[src/rtl/axil_mem_master_if.sv]
// AXI4-lite bus bundle between axil_mem_master and its slave.
// The master drives address/data/valid and the response readies; the slave drives the rest.
interface axil_mem_master_if #(
  parameter int ADDR_W = 32,
  parameter int DATA_W = 32
);
  localparam int STRB_W = DATA_W / 8;

  logic              awvalid;
  logic              awready;
  logic [ADDR_W-1:0] awaddr;
  logic [2:0]        awprot;

  logic              wvalid;
  logic              wready;
  logic [DATA_W-1:0] wdata;
  logic [STRB_W-1:0] wstrb;

  logic              bvalid;
  logic              bready;
  logic [1:0]        bresp;

  logic              arvalid;
  logic              arready;
  logic [ADDR_W-1:0] araddr;
  logic [2:0]        arprot;

  logic              rvalid;
  logic              rready;
  logic [DATA_W-1:0] rdata;
  logic [1:0]        rresp;

  modport master (
    output awvalid, awaddr, awprot, wvalid, wdata, wstrb, bready,
           arvalid, araddr, arprot, rready,
    input  awready, wready, bvalid, bresp, arready, rvalid, rdata, rresp
  );

  modport slave (
    input  awvalid, awaddr, awprot, wvalid, wdata, wstrb, bready,
           arvalid, araddr, arprot, rready,
    output awready, wready, bvalid, bresp, arready, rvalid, rdata, rresp
  );
endinterface

[src/rtl/axil_mem_master.sv]
// Single-outstanding AXI4-lite master for core loads/stores: byte-lane steering,
// load extension, misalignment trap and a bus timeout.
module axil_mem_master #(
  parameter int ADDR_W  = 32,
  parameter int DATA_W  = 32,
  parameter int TIMEOUT = 256
) (
  input  logic              clk,
  input  logic              reset,
  input  logic              req_valid,
  output logic              req_ready,
  input  logic              req_write,
  input  logic              req_instr,
  input  logic [ADDR_W-1:0] req_addr,
  input  logic [1:0]        req_size,
  input  logic              req_unsigned,
  input  logic [DATA_W-1:0] req_wdata,
  output logic              rsp_valid,
  output logic [DATA_W-1:0] rsp_rdata,
  output logic [1:0]        rsp_code,
  axil_mem_master_if.master axi
);
  localparam int STRB_W = DATA_W / 8;
  localparam int LANE_W = $clog2(STRB_W);
  localparam int CNT_W  = (TIMEOUT > 1) ? $clog2(TIMEOUT + 1) : 1;
  localparam logic [CNT_W-1:0] CNT_LAST = CNT_W'((TIMEOUT > 0) ? TIMEOUT - 1 : 0);

  localparam logic [2:0] S_IDLE    = 3'd0;
  localparam logic [2:0] S_RD_ADDR = 3'd1;
  localparam logic [2:0] S_RD_DATA = 3'd2;
  localparam logic [2:0] S_WR_REQ  = 3'd3;
  localparam logic [2:0] S_WR_RESP = 3'd4;
  localparam logic [2:0] S_RESP    = 3'd5;

  localparam logic [1:0] CODE_OK    = 2'b00;
  localparam logic [1:0] CODE_ALIGN = 2'b01;
  localparam logic [1:0] CODE_BUS   = 2'b10;
  localparam logic [1:0] CODE_TMO   = 2'b11;

  logic [2:0]        state;
  logic [CNT_W-1:0]  cnt;
  logic [LANE_W-1:0] lane_q;
  logic [1:0]        size_q;
  logic              unsigned_q;

  logic [LANE_W-1:0] req_lane;
  logic [ADDR_W-1:0] aligned_addr;
  logic [2:0]        req_prot;
  logic              misaligned;
  logic [7:0]        strb_base;
  logic [DATA_W-1:0] rshift;
  logic [DATA_W-1:0] keep_mask;
  logic              fill;
  logic [DATA_W-1:0] load_ext;
  logic              busy;
  logic              timeout_hit;
  logic              aw_left;
  logic              w_left;

  assign req_ready    = (state == S_IDLE);
  assign rsp_valid    = (state == S_RESP);
  assign req_lane     = req_addr[LANE_W-1:0];
  assign aligned_addr = {req_addr[ADDR_W-1:LANE_W], {LANE_W{1'b0}}};
  assign req_prot     = req_instr ? 3'b101 : 3'b000;
  assign busy         = (state == S_RD_ADDR) || (state == S_RD_DATA) ||
                        (state == S_WR_REQ)  || (state == S_WR_RESP);
  assign timeout_hit  = (TIMEOUT != 0) && busy && (cnt == CNT_LAST);
  assign aw_left      = axi.awvalid && !axi.awready;
  assign w_left       = axi.wvalid && !axi.wready;

  // NOTE: every always_comb output gets a default first so no path can infer a latch.
  always_comb begin
    misaligned = 1'b0;
    strb_base  = 8'hFF;
    case (req_size)
      2'd0: strb_base = 8'h01;
      2'd1: begin misaligned = req_addr[0];    strb_base = 8'h03; end
      2'd2: begin misaligned = |req_addr[1:0]; strb_base = 8'h0F; end
      default: misaligned = (DATA_W == 32) || (|req_addr[2:0]);
    endcase
  end

  // Load data: move the addressed lane to bit 0, keep the access width, extend.
  assign rshift = axi.rdata >> {lane_q, 3'b000};
  always_comb begin
    keep_mask = '1;
    fill      = 1'b0;
    case (size_q)
      2'd0: begin keep_mask = DATA_W'(8'hFF);         fill = rshift[7];  end
      2'd1: begin keep_mask = DATA_W'(16'hFFFF);      fill = rshift[15]; end
      2'd2: begin keep_mask = DATA_W'(32'hFFFF_FFFF); fill = rshift[31]; end
      default: fill = 1'b0;
    endcase
    fill     = fill & ~unsigned_q;
    load_ext = (rshift & keep_mask) | (~keep_mask & {DATA_W{fill}});
  end

  // NOTE: sequential state uses non-blocking assignments only; the reset here is synchronous.
  always_ff @(posedge clk) begin
    if (!reset) begin
      state       <= S_IDLE;
      cnt         <= '0;
      lane_q      <= '0;
      size_q      <= '0;
      unsigned_q  <= 1'b0;
      rsp_rdata   <= '0;
      rsp_code    <= CODE_OK;
      axi.awvalid <= 1'b0;
      axi.awaddr  <= '0;
      axi.awprot  <= 3'b000;
      axi.wvalid  <= 1'b0;
      axi.wdata   <= '0;
      axi.wstrb   <= '0;
      axi.bready  <= 1'b0;
      axi.arvalid <= 1'b0;
      axi.araddr  <= '0;
      axi.arprot  <= 3'b000;
      axi.rready  <= 1'b0;
    end else if (timeout_hit) begin
      // A hung slave wins over any handshake completing on the same edge.
      axi.awvalid <= 1'b0;
      axi.wvalid  <= 1'b0;
      axi.bready  <= 1'b0;
      axi.arvalid <= 1'b0;
      axi.rready  <= 1'b0;
      rsp_rdata   <= '0;
      rsp_code    <= CODE_TMO;
      state       <= S_RESP;
    end else begin
      if (busy) cnt <= cnt + 1'b1;
      case (state)
        S_IDLE: begin
          if (req_valid) begin
            cnt        <= '0;
            lane_q     <= req_lane;
            size_q     <= req_size;
            unsigned_q <= req_unsigned;
            if (misaligned) begin
              rsp_rdata <= '0;
              rsp_code  <= CODE_ALIGN;
              state     <= S_RESP;
            end else if (req_write) begin
              axi.awvalid <= 1'b1;
              axi.awaddr  <= aligned_addr;
              axi.awprot  <= req_prot;
              axi.wvalid  <= 1'b1;
              axi.wdata   <= req_wdata << {req_lane, 3'b000};
              axi.wstrb   <= STRB_W'(strb_base) << req_lane;
              state       <= S_WR_REQ;
            end else begin
              axi.arvalid <= 1'b1;
              axi.araddr  <= aligned_addr;
              axi.arprot  <= req_prot;
              state       <= S_RD_ADDR;
            end
          end
        end
        S_RD_ADDR: begin
          if (axi.arready) begin
            axi.arvalid <= 1'b0;
            axi.rready  <= 1'b1;
            state       <= S_RD_DATA;
          end
        end
        S_RD_DATA: begin
          if (axi.rvalid) begin
            axi.rready <= 1'b0;
            if (axi.rresp inside {2'b10, 2'b11}) begin
              rsp_rdata <= '0;
              rsp_code  <= CODE_BUS;
            end else begin
              rsp_rdata <= load_ext;
              rsp_code  <= CODE_OK;
            end
            state <= S_RESP;
          end
        end
        S_WR_REQ: begin
          axi.awvalid <= aw_left;
          axi.wvalid  <= w_left;
          if (!aw_left && !w_left) begin
            axi.bready <= 1'b1;
            state      <= S_WR_RESP;
          end
        end
        S_WR_RESP: begin
          if (axi.bvalid) begin
            axi.bready <= 1'b0;
            rsp_rdata  <= '0;
            rsp_code   <= (axi.bresp inside {2'b10, 2'b11}) ? CODE_BUS : CODE_OK;
            state      <= S_RESP;
          end
        end
        default: state <= S_IDLE;
      endcase
    end
  end
endmodule
[src/flat_wrapper.sv]
// flat-port wrapper written by rule: the top's interface ports become plain ports
module axil_mem_master_flat 
#(
  parameter int ADDR_W  = 32,
  parameter int DATA_W  = 32,
  parameter int TIMEOUT = 256
)
  (clk, reset, req_valid, req_ready, req_write, req_instr, req_addr, req_size, req_unsigned, req_wdata, rsp_valid, rsp_rdata, rsp_code, axi_awvalid, axi_awaddr, axi_awprot, axi_wvalid, axi_wdata, axi_wstrb, axi_bready, axi_arvalid, axi_araddr, axi_arprot, axi_rready, axi_awready, axi_wready, axi_bvalid, axi_bresp, axi_arready, axi_rvalid, axi_rdata, axi_rresp);
  axil_mem_master_if #(.ADDR_W(ADDR_W), .DATA_W(DATA_W)) axi_i ();
  input  logic clk;
  input  logic reset;
  input  logic req_valid;
  output logic req_ready;
  input  logic req_write;
  input  logic req_instr;
  input  logic [ADDR_W-1:0] req_addr;
  input  logic [1:0] req_size;
  input  logic req_unsigned;
  input  logic [DATA_W-1:0] req_wdata;
  output logic rsp_valid;
  output logic [DATA_W-1:0] rsp_rdata;
  output logic [1:0] rsp_code;
  output wire logic [$bits(axi_i.awvalid)-1:0] axi_awvalid;
  output wire logic [$bits(axi_i.awaddr)-1:0] axi_awaddr;
  output wire logic [$bits(axi_i.awprot)-1:0] axi_awprot;
  output wire logic [$bits(axi_i.wvalid)-1:0] axi_wvalid;
  output wire logic [$bits(axi_i.wdata)-1:0] axi_wdata;
  output wire logic [$bits(axi_i.wstrb)-1:0] axi_wstrb;
  output wire logic [$bits(axi_i.bready)-1:0] axi_bready;
  output wire logic [$bits(axi_i.arvalid)-1:0] axi_arvalid;
  output wire logic [$bits(axi_i.araddr)-1:0] axi_araddr;
  output wire logic [$bits(axi_i.arprot)-1:0] axi_arprot;
  output wire logic [$bits(axi_i.rready)-1:0] axi_rready;
  input wire logic [$bits(axi_i.awready)-1:0] axi_awready;
  input wire logic [$bits(axi_i.wready)-1:0] axi_wready;
  input wire logic [$bits(axi_i.bvalid)-1:0] axi_bvalid;
  input wire logic [$bits(axi_i.bresp)-1:0] axi_bresp;
  input wire logic [$bits(axi_i.arready)-1:0] axi_arready;
  input wire logic [$bits(axi_i.rvalid)-1:0] axi_rvalid;
  input wire logic [$bits(axi_i.rdata)-1:0] axi_rdata;
  input wire logic [$bits(axi_i.rresp)-1:0] axi_rresp;
  assign axi_awvalid = axi_i.awvalid;
  assign axi_awaddr = axi_i.awaddr;
  assign axi_awprot = axi_i.awprot;
  assign axi_wvalid = axi_i.wvalid;
  assign axi_wdata = axi_i.wdata;
  assign axi_wstrb = axi_i.wstrb;
  assign axi_bready = axi_i.bready;
  assign axi_arvalid = axi_i.arvalid;
  assign axi_araddr = axi_i.araddr;
  assign axi_arprot = axi_i.arprot;
  assign axi_rready = axi_i.rready;
  assign axi_i.awready = axi_awready;
  assign axi_i.wready = axi_wready;
  assign axi_i.bvalid = axi_bvalid;
  assign axi_i.bresp = axi_bresp;
  assign axi_i.arready = axi_arready;
  assign axi_i.rvalid = axi_rvalid;
  assign axi_i.rdata = axi_rdata;
  assign axi_i.rresp = axi_rresp;
  axil_mem_master #(.ADDR_W(ADDR_W), .DATA_W(DATA_W), .TIMEOUT(TIMEOUT)) u_core (.clk(clk), .reset(reset), .req_valid(req_valid), .req_ready(req_ready), .req_write(req_write), .req_instr(req_instr), .req_addr(req_addr), .req_size(req_size), .req_unsigned(req_unsigned), .req_wdata(req_wdata), .rsp_valid(rsp_valid), .rsp_rdata(rsp_rdata), .rsp_code(rsp_code), .axi(axi_i));
endmodule
[config.mk]
export PLATFORM = sky130hd
export DESIGN_NAME = axil_mem_master_flat
export DESIGN_NICKNAME = d
export VERILOG_FILES = /design/src/rtl/axil_mem_master_if.sv /design/src/rtl/axil_mem_master.sv /design/src/flat_wrapper.sv
export SDC_FILE = /design/constraint.sdc
export NUM_CORES = 1
export LEC_CHECK = 0
export BUFFER_PORTS_ARGS = -buffer_cell sky130_fd_sc_hd__buf_2
export CAP_MARGIN = 0
export CORE_MARGIN = 1
export CORE_UTILIZATION = 49
export DETAILED_ROUTE_END_ITERATION = 12
export HOLD_SLACK_MARGIN = 0.03
export PLACE_DENSITY = 0.82
export REMOVE_ABC_BUFFERS = 1
export SLEW_MARGIN = 20
export SYNTH_ARGS = -nofsm -noshare
export SYNTH_HDL_FRONTEND = slang
export SYNTH_SLANG_ARGS = --single-unit
[constraint.sdc]
create_clock -name clk -period 2.85 [get_ports clk]
set_input_delay 0.285 -clock clk [delete_from_list [all_inputs] [get_ports clk]]
set_output_delay 0.285 -clock clk [all_outputs]
set_load 0.02 [all_outputs]
==> run_results.csv, run 1 <==
group,metric,value,unit
floorplanning,core,13400,um^2
routing,dr.pass1.iters,5,
grt,grt_use_total,0.277,
timing,clock.fmax,412,MHz
timing,tightest_slew,874,ps
worst_setup_path,critPathMostFrequentCell,"ha_1",
timing,slew_viol_final,0,
synth,netlist-cell-type-count,53,
clock_network,numCtsBuffers,17,
routing,drcViolationCount,0,
worst_setup_path,cp.arrival,2790,ps
worst_setup_path,path_cells,"ha_1 -> nand3_1 -> nor2_1 -> ha_1 -> nand3_2 -> nand2_4 -> nor4b_4 -> a22o_1",
power,vdd_drop_max,0.455,mV
worst_setup_path,cp_slowest_cell,"nor4b_4",
worst_setup_path,critPathMaxStageDelay,790,ps
power,p_per_area,713,nW/um^2
routing,vias,6892,
synth,async_flop_share,0,
cells_and_area,syn_to_final_growth,27.7,%
floorplanning,die_area,14400,um^2
min_path,holdCritPathClass,"in -> reg",
place,post-dp-hpwl,13500,um
synth,synthFlopType,"dfxtp_1",
cells_and_area,nets,1180,
clock_network,ctsHoldBuffers,0,
grt,grt_overflow_total,0,
floorplanning,placementRows,42,
routing,route.antenna.remaining_nets,0,
cells_and_area,fill_cells,1150,
clock_network,cts_tree,"yes",
timing,rsz0062_at_grt,"no",
clock_network,clk_path_buf_depth,2,
grt,grt_pass1_vias,6425,
worst_setup_path,crit_path_max_fanout,15,
cells_and_area,final_common_cell,"buf_2",
routing,drtIter0Drc,523,
floorplanning,pin_count,260,
worst_setup_path,crit_family,"simple AND/OR/NAND/NOR gates",
synth,syn_avg_cell_area,8.09,um^2
worst_setup_path,cp.required,3210,ps
floorplanning,initial_core_util,0.510,
worst_setup_path,worstSetupPathType,"reg -> reg",
cells_and_area,drive_above_1_share,0.293,
routing,wl,19800,um
synth,synth_cells,845,
synth,ys_ff_latch,154,
power,p_leak,3.83,nW
floorplanning,die_width,120,um
place,port_buffers,251,
worst_setup_path,regToRegStartpoint,"u_core.cnt[0]$_SDFFE_PN0N_",
clock_network,cts_sinks,154,
synth,synth_area_leaders,"dfxtp_1 45%, nand2_1 9.8%, a21oi_1 7.8%, mux2i_1 5.3%, nor2_1 4.0%",
flow_run,max-cap-violations,0,
timing,min_period,2430,ps
clock_network,clkSlewWorstSetupHoldPaths,70,ps
worst_setup_path,r2r_end,"u_core.rsp_rdata[18]$_SDFFE_PP0P_",
place,gp_congestion,0.835,
status,outcome,"finished clean",
synth,ys_warn_count,0,
cells_and_area,final_core_util,0.652,
min_path,hp-start,"req_addr[13]",
synth,yosysTopAreaCell,"dfxtp_1",
clock_network,clockRootBuffer,"clkbuf_16",
floorplanning,die_h,120,um
worst_setup_path,crit_buf_inv,0,
timing,setup_slack,421,ps
synth,synth.cell_area,6840,um^2
cells_and_area,most-common-layout-cells,"251 x buf_2, 179 x nand2_1, 154 x dfxtp_1",
grt,antenna_found_initial,1,
timing,hold_viol_final,0,
timing,finalClockSkew,10.1,ps
worst_setup_path,rrSetupSlack,420,ps
worst_setup_path,r2r_cells,8,
place,place_ws,461,ps
synth,ys_seq_area_frac,0.451,
grt,grt_pass1_wl,31700,um
min_path,min_to,"u_core.axi.araddr[13]$_SDFFE_PN0P_",
worst_setup_path,startpoint_type,"flop",
clock_network,cts_resized,0,
routing,vias_per_cell,5.49,
timing,finalSetupViolations,0,
timing,slew_headroom,0.417,
synth,synth_edf_count,0,
clock_network,htree_levels,4,
timing,post-route-period-util,0.852,
synth,yosysTopAreaCellShare,0.451,
min_path,hold_depth,3,
grt,grt_max_degree,87,
clock_network,post_cts_buffers,0,
routing,routedWlPerCell,15.8,um
clock_network,clock_latency,420,ps
worst_setup_path,cp-end-kind,"flop",
==> kinds of logic (layout without fill, tap and decap cells) <==
family | count (synthesis) | in the layout | synth area share
AOI/OAI and AO/OA | 225 | 225 | 0.209
xor gates and xnor gates | 3 | 3 | 0.00384
adders and majority gates | 2 | 2 | 0.00366
buffers and inverters | 83 | 310 | 0.0558
DFF | 154 | 154 | 0.451
muxes | 38 | 38 | 0.0560
other | 1 | 8 | 0.000548
and+or+nand+nor | 339 | 339 | 0.220
==> layer usage <==
metal | up-vias | track usage | part of all wire
met5 | - | 0 | 0
met4 | 0 | 0.0789 | 0.013
met3 | 19 | 0.112 | 0.087
met2 | 253 | 0.466 | 0.49
met1 | 3252 | 0.323 | 0.41
li1 | 3368 | - | -
==> worst register-to-register path: cells and delay by family (launching register included) <==
family | cells | cell delay (ps)
DFF | 1 | 330
and+or+nand+nor | 5 | 1300
AOI/OAI and AO/OA | 1 | 250
adders and majority gates | 2 | 490
==> per-stage QoR <==
stage | cell area [um^2] | hold WS [ps] | total power, W | cells | TNS [ps]
global route | 8730 | 81.8 | 0.00655 | 1253 | 0
CTS | 8730 | 87.3 | 0.00625 | 1253 | 0
floorplan | 6500 | 403 | 0.00352 | 775 | -76530
global placement | 8160 | 437 | 0.00408 | 1222 | 0
detailed placement | 8160 | 441 | 0.00410 | 1222 | 0
finish | 8730 | 107 | 0.00623 | 1255 | 0
==> synthesized netlist by cell type, types with 2 or more instances <==
master	number
o211a_1	2
o31ai_1	3
dfxtp_1	154
nand3b_1	3
a22oi_1	2
clkbuf_1	40
a22o_1	15
nor2_1	73
nor2b_1	22
a31oi_1	2
nand3_1	14
mux2i_1	36
nor3_1	24
o2bb2ai_1	8
and2_1	2
inv_1	6
nand2b_1	5
or4_1	2
a211oi_1	36
nor4b_4	2
nand4_1	3
buf_2	17
o21ai_0	18
a32oi_1	9
o211ai_1	3
buf_4	9
xnor2_1	2
a21oi_1	107
buf_6	2
a211o_1	9
ha_1	2
or3_1	2
buf_1	7
nand2_1	179
inv_2	2
o21a_1	4
mux2_2	2
o21ai_1	2
==> area by class of cell <==
type / count / area (um^2) / area share
diodes: 2 / 5.00 / 0.000573
clock buffers: 17 / 425 / 0.0487
clock inverters: 14 / 139 / 0.0159
inverters: 8 / 31.3 / 0.00358
multi-input cells: 613 / 3400 / 0.389
flip-flops and latches: 154 / 3080 / 0.353
well taps: 176 / 220 / 0.0252
repair buffers: 271 / 1430 / 0.164
==> state kept, by name (all words and copies together), names as in the netlist, 2 cells and up <==
name	cells
u_core.axi.araddr	30
u_core.axi.awaddr	30
u_core.axi.wdata	32
u_core.axi.wstrb	4
u_core.cnt	9
u_core.lane_q	2
u_core.rsp_code	2
u_core.rsp_rdata	32
u_core.size_q	2
u_core.state	3
==> how the worst max path moves through the flow <==
| stage | start | end | slack (ps) | cells past startpoint |
|---|---|---|---|---|
| 2_1_floorplan | req_size[0] | u_core.axi.wdata[10]$_SDFFE_PN0P_ | -1020 | 5 |
| 3_3_place_gp | u_core.state[1]$_SDFFE_PP0P_ | u_core.rsp_rdata[21]$_SDFFE_PP0P_ | 500 | 5 |
| 3_5_place_dp | u_core.state[1]$_SDFFE_PP0P_ | u_core.rsp_rdata[18]$_SDFFE_PP0P_ | 460 | 5 |
| 4_1_cts | u_core.cnt[0]$_SDFFE_PN0N_ | u_core.rsp_rdata[18]$_SDFFE_PP0P_ | 430 | 8 |
| 5_1_grt | u_core.cnt[0]$_SDFFE_PN0N_ | u_core.rsp_rdata[18]$_SDFFE_PP0P_ | 270 | 8 |
| 6_report | u_core.cnt[0]$_SDFFE_PN0N_ | u_core.rsp_rdata[18]$_SDFFE_PP0P_ | 420 | 8 |
==> power breakdown <==
| part | switching (W) | total, W | internal [W] |
|---|---|---|---|
| Combinational | 0.000979 | 0.00157 | 0.000590 |
| Sequential | 0.000181 | 0.00250 | 0.00232 |
| Clock | 0.000937 | 0.00215 | 0.00122 |
| Total | 0.00210 | 0.00623 | 0.00413 |
No activity file was read; power rests on OpenSTA's default activity.
==> run 2: changes to the inputs <==
Settings changed: ABC_AREA set to 1, TNS_END_PERCENT set to 20.
Clock period 2.85 ns to 2.66 ns, I/O delays scaled along.
==> run_results.csv, run 2 <==
group,metric,value,unit
status,outcome,"finished clean",
timing,rsz0062_at_grt,"no",
grt,grt_pass1_wl,31600,um
timing,setup_slack,454,ps
worst_setup_path,cp.arrival,2540,ps
clock_network,numCtsBuffers,17,
clock_network,htree_levels,4,
synth,synth-xor-area-share,0,
routing,routedWlPerCell,14.0,um
cells_and_area,most-common-layout-cells,"251 x nand2_1, 251 x buf_2, 154 x dfxtp_1",
place,place_ws,469,ps
worst_setup_path,crit_path_max_fanout,33,
grt,use_met1,0.332,
cells_and_area,fill_cells,1292,
worst_setup_path,cp.required,3000,ps
worst_setup_path,cp-end-kind,"flop",
timing,post-route-period-util,0.829,
floorplanning,core,13800,um^2
worst_setup_path,startpoint_type,"flop",
synth,synth_area_leaders,"dfxtp_1 45%, nand2_1 14%, a21oi_1 11%, o21ai_0 8.0%, nand3_1 4.6%",
synth,synth_edf_count,0,
place,gp_congestion,0.891,
worst_setup_path,critPathMaxStageDelay,380,ps
synth,ys_ff_latch,154,
timing,min_period,2210,ps
floorplanning,die_area,14600,um^2
synth,ys_warn_count,0,
routing,drtIter0Drc,628,
timing,clock.fmax,453,MHz
cells_and_area,nets,1335,
worst_setup_path,cp_slowest_cell,"dfxtp_1",
power,p_per_area,825,nW/um^2
synth,synthAdderAreaFrac,0.00362,
floorplanning,die_width,121,um
floorplanning,die_h,121,um
clock_network,cts_tree,"yes",
clock_network,ctsHoldBuffers,1,
cells_and_area,fin_cells,1413,
power,combPwrFrac,0.313,
synth,netlist-cell-type-count,29,
flow_run,max-cap-violations,0,
timing,slew_headroom,0.524,
power,clkPwrFrac,0.318,
grt,antenna_found_initial,1,
place,placed_cells,1380,
routing,vias,7330,
synth,synth_compound_gate_area_share,0.219,
cells_and_area,syn_to_final_growth,27.5,%
grt,grt_overflow_total,0,
cells_and_area,antenna_cells,0,
grt,top_usage_layer,"met2",
grt,grt_use_total,0.274,
floorplanning,placementRows,43,
synth,synth_top_family_by_area,"simple AND/OR/NAND/NOR gates",
routing,wl,19800,um
synth,ys_seq_area_frac,0.446,
worst_setup_path,critPathMostFrequentCell,"nand2_1",
timing,hold_viol_final,0,
cells_and_area,drive_above_1_share,0.259,
synth,synth.top_cells.by_count,"251 x nand2_1, 154 x dfxtp_1, 151 x a21oi_1, 111 x o21ai_0, 82 x inv_1",
timing,timing.hold.ws,62.6,ps
power,vdd_drop_max,0.440,mV
grt,grt_pass1_vias,6627,
power,p_sw_frac,0.380,
synth,yosysMostFrequentCell,"nand2_1",
synth,synth.cell_area,6910,um^2
floorplanning,pin_count,260,
cells_and_area,register_area,3080,um^2
timing,setup_tns,0,ps
synth,synth_cells,996,
clock_network,clk_path_buf_depth,2,
synth,yosys.area_share.simple,0.225,
routing,dr.pass1.iters,5,
routing,route.antenna.remaining_nets,0,
clock_network,cts_sinks,154,
synth,syn_avg_cell_area,6.94,um^2
synth,yosysTopAreaCellShare,0.446,
place,dpl_cell_area,8230,um^2
clock_network,clockRootBuffer,"clkbuf_16",
place,port_buffers,251,
routing,vias_per_cell,5.19,
synth,synthMuxAreaShare,0.00725,
power,netSwitchingPower,0.00277,W
min_path,holdCritPathClass,"in -> reg",
worst_setup_path,worstSetupPathType,"reg -> reg",
clock_network,cts_resized,0,
synth,yosysTopAreaCell,"dfxtp_1",
synth,synthFlopType,"dfxtp_1",
cells_and_area,top_regs,"u_core.axi.wdata (32), u_core.rsp_rdata (32)",
synth,async_flop_share,0,
floorplanning,initial_core_util,0.500,
place,post-dp-hpwl,13700,um
timing,tightest_slew,708,ps
power,p_int,0.00450,W
grt,met3_usage,0.0958,
routing,drcViolationCount,0,
clock_network,clkSlewWorstSetupHoldPaths,70,ps
cells_and_area,fin_area,8810,um^2
clock_network,post_cts_buffers,0,
power,seq_power_share,0.370,
timing,finalSetupViolations,0,
clock_network,clock_latency,420,ps
worst_setup_path,path_cells,"ha_1 -> nand2_1 -> nor3_1 -> nand2_1 -> nor2_1 -> ha_1 -> a21oi_1 -> nand2_2 -> buf_4 -> nand2_1 -> a21oi_1",
grt,grt_max_degree,67,
grt,use_met2,0.446,
power,p_leak,4.05,nW
timing,finalClockSkew,7.88,ps
timing,slew_viol_final,0,
cells_and_area,multiInputGateArea,3170,um^2
[run 2: cell type report]
class	count	area share
Clock inverter	14	0.0146
Clock buffer	18	0.0499
Tap cell	180	0.0256
Timing Repair Buffer	270	0.162
Multi-Input combinational cell	687	0.359
Sequential cell	154	0.350
Inverter	90	0.0384
[run 2: through the flow]
stage | power [W] | util
3_3_place_gp | 0.00495 | 0.595
5_1_grt | 0.00770 | 0.637
4_1_cts | 0.00730 | 0.637
2_1_floorplan | 0.00421 | -
6_report | 0.00727 | 0.637
3_5_place_dp | 0.00498 | 0.595
[run 2: final timing paths]
check	startpoint	cells after the start	to	slack [ps]
worst max-delay path	u_core.cnt[0]$_SDFFE_PN0N_	11	u_core.axi.awaddr[26]$_SDFFE_PN0P_	450
worst min-delay path	axi_rvalid	2	u_core.axi.rready$_SDFFE_PP0P_	60
worst max register to register	u_core.cnt[0]$_SDFFE_PN0N_	11	u_core.axi.awaddr[26]$_SDFFE_PN0P_	450
worst min register to register	u_core.axi.araddr[25]$_SDFFE_PN0P_	2	u_core.axi.araddr[25]$_SDFFE_PN0P_	440
[run 2: critical path: cells and delay by family, from the launching register on]
kind	cells	cell delay (ps)
buf+inv	1	350
fa+ha+maj	2	390
compound gates	2	280
flops	1	380
simple gates	6	710
[run 2: routing by layer]
metal  wire [um]  vias up
met5          13        -
met4         398        2
met3        1930       29
met2        9240      326
met1        8190     3282
li1            -     3691
[run 2: cells by family after synthesis]
| family | after synthesis |
|---|---|
| other cells | 1 |
| simple gates | 381 |
| mux | 5 |
| compound gates | 293 |
| fa+ha+maj | 2 |
| buf+inv | 160 |
| flops | 154 |
[run 2: power by group through the flow]
stage / Combinational (W) / Sequential (W) / Clock, W
2_1_floorplan: 0.00121 / 0.00300 / 0
3_3_place_gp: 0.00222 / 0.00272 / 0
3_5_place_dp: 0.00225 / 0.00273 / 0
4_1_cts: 0.00226 / 0.00268 / 0.00235
5_1_grt: 0.00254 / 0.00272 / 0.00245
6_report: 0.00227 / 0.00269 / 0.00231
==> run 3: changes to the inputs <==
Settings changed: ABC_AREA 1 to 0.
Clock period 2.66 ns to 2.1 ns, I/O delays scaled along.
==> run_results.csv, run 3 (synthesis gave the netlist of run 1 again) <==
group,metric,value,unit
status,outcome,"finished clean",
place,port_buffers,251,
routing,drcViolationCount,0,
cells_and_area,fill_cells,1026,
timing,tightest_slew,756,ps
flow_run,max-cap-violations,0,
floorplanning,die_h,120,um
routing,vias,7195,
grt,grt_overflow_total,0,
worst_setup_path,crit_path_max_fanout,13,
timing,finalSetupViolations,0,
clock_network,clk_path_buf_depth,2,
cells_and_area,top_regs,"u_core.axi.wdata (32), u_core.rsp_rdata (32)",
timing,post-route-period-util,0.949,
power,p_per_area,948,nW/um^2
grt,use_met2,0.504,
timing,slew_headroom,0.495,
routing,routedWlPerCell,16.6,um
grt,met3_usage,0.0898,
routing,wl,21600,um
timing,clock.fmax,502,MHz
worst_setup_path,worstSetupPathType,"reg -> reg",
timing,rsz0062_at_grt,"no",
routing,drtIter0Drc,577,
timing,hold_viol_final,0,
worst_setup_path,startpoint_type,"flop",
grt,grt_pass1_wl,33600,um
grt,use_met1,0.340,
place,post-dp-hpwl,14000,um
cells_and_area,syn_to_final_growth,35.3,%
worst_setup_path,cp.arrival,2350,ps
power,p_leak,4.09,nW
timing,slew_viol_final,0,
power,power,0.00877,W
cells_and_area,drive_above_1_share,0.300,
routing,dr.pass1.iters,5,
clock_network,clockRootBuffer,"clkbuf_16",
place,gp_congestion,0.864,
floorplanning,initial_core_util,0.510,
clock_network,clock_latency,430,ps
cells_and_area,most-common-layout-cells,"251 x buf_2, 179 x nand2_1, 154 x dfxtp_1",
clock_network,cts_tree,"yes",
min_path,holdCritPathClass,"in -> reg",
worst_setup_path,cp-end-kind,"flop",
grt,antenna_found_initial,2,
timing,finalClockSkew,11.6,ps
floorplanning,die_area,14400,um^2
routing,vias_per_cell,5.52,
timing,min_period,1990,ps
grt,grt_max_degree,87,
grt,grt_use_total,0.296,
place,dpl_cell_area,8340,um^2
grt,grt_pass1_vias,6841,
cells_and_area,final_common_cell,"buf_2",
floorplanning,die_width,120,um
clock_network,cts_sinks,154,
floorplanning,core,13400,um^2
floorplanning,placementRows,42,
grt,top_usage_layer,"met2",
clock_network,numCtsBuffers,17,
cells_and_area,fin_area,9250,um^2
routing,route.antenna.remaining_nets,0,
floorplanning,pin_count,260,
power,vdd_drop_max,0.674,mV
clock_network,htree_levels,4,
worst_setup_path,cp.required,2460,ps
clock_network,clkSlewWorstSetupHoldPaths,70,ps
cells_and_area,nets,1229,
[run 3: changes by cell type in the layout (fill, tap and decap cells not counted), sizes merged, moves of 20 or more]
cell,delta
a211oi,+34
nand3,-49
nand2,-74
inv,-86
buf,+22
dlygate4sd3,+28
nor3,+20
a21oi,-43
mux2i,+31
o21ai,-99
nor2b,+22
[run 3: path summary, 6_finish.rpt]
check	startpoint	slack [ps]	cells after the start	to
worst max-delay path	u_core.state[1]$_SDFFE_PP0P_	110	6	u_core.rsp_rdata[30]$_SDFFE_PP0P_
worst min register to register	u_core.axi.araddr[7]$_SDFFE_PN0P_	450	2	u_core.axi.araddr[7]$_SDFFE_PN0P_
worst min-delay path	req_wdata[0]	60	3	u_core.axi.wdata[0]$_SDFFE_PN0P_
worst max register to register	u_core.state[1]$_SDFFE_PP0P_	110	6	u_core.rsp_rdata[30]$_SDFFE_PP0P_
[run 3: report_power, final]
group | internal [W] | total, W | switching, W
Clock | 0.00173 | 0.00304 | 0.00132
Sequential | 0.00315 | 0.00331 | 0.000153
Combinational | 0.000930 | 0.00242 | 0.00149
Total | 0.00581 | 0.00877 | 0.00296
[run 3: area by class of cell]
| cell class | count | area, um^2 | area share |
|---|---|---|---|
| multi-input combinational | 613 | 3400 | 0.368 |
| sequential | 154 | 3080 | 0.333 |
| timing repair buffer | 320 | 1930 | 0.208 |
| clock buffer | 19 | 453 | 0.0490 |
| tap | 176 | 220 | 0.0238 |
| clock inverter | 13 | 134 | 0.0145 |
| inverter | 8 | 31.3 | 0.00338 |
| antenna | 1 | 2.50 | 0.000270 |
[run 3: what timing repair did]
item | CTS | global route
buffers inserted | 1 | 0
endpoints found under the setup margin | 15 | 6
hold buffers | 29 | 0
resized for setup | 0 | 2
pin swaps | 1 | 0
hold endpoints to repair | 50 | 0
[run 3: layer usage]
layer,up-vias,part of all wire
li1,3469,-
met3,48,0.083
met2,304,0.49
met1,3372,0.40
met4,2,0.024
met5,-,0.00060
[run 3: stage by stage]
step / setup slack [ps] / setup TNS (ps) / utilization / cells / hold slack, ps
finish: 106 / 0 / 0.690 / 1304 / 58.7
global route: 21.8 / 0 / 0.690 / 1303 / 49.4
CTS: 18.3 / 0 / 0.690 / 1303 / 31.4
floorplan: -1690 / -153810 / - / 775 / 328
global placement: -12.7 / -157 / 0.623 / 1241 / 435
detailed placement: -49.5 / -631 / 0.623 / 1241 / 443
[run 3: worst max-delay path, cell delays in order (launching register included)]
cell and delay, ps:
dfxtp_1 390, buf_4 220, nand3b_1 100, o21a_1 110
a211o_1 400, or4_1 570, a21oi_1 130
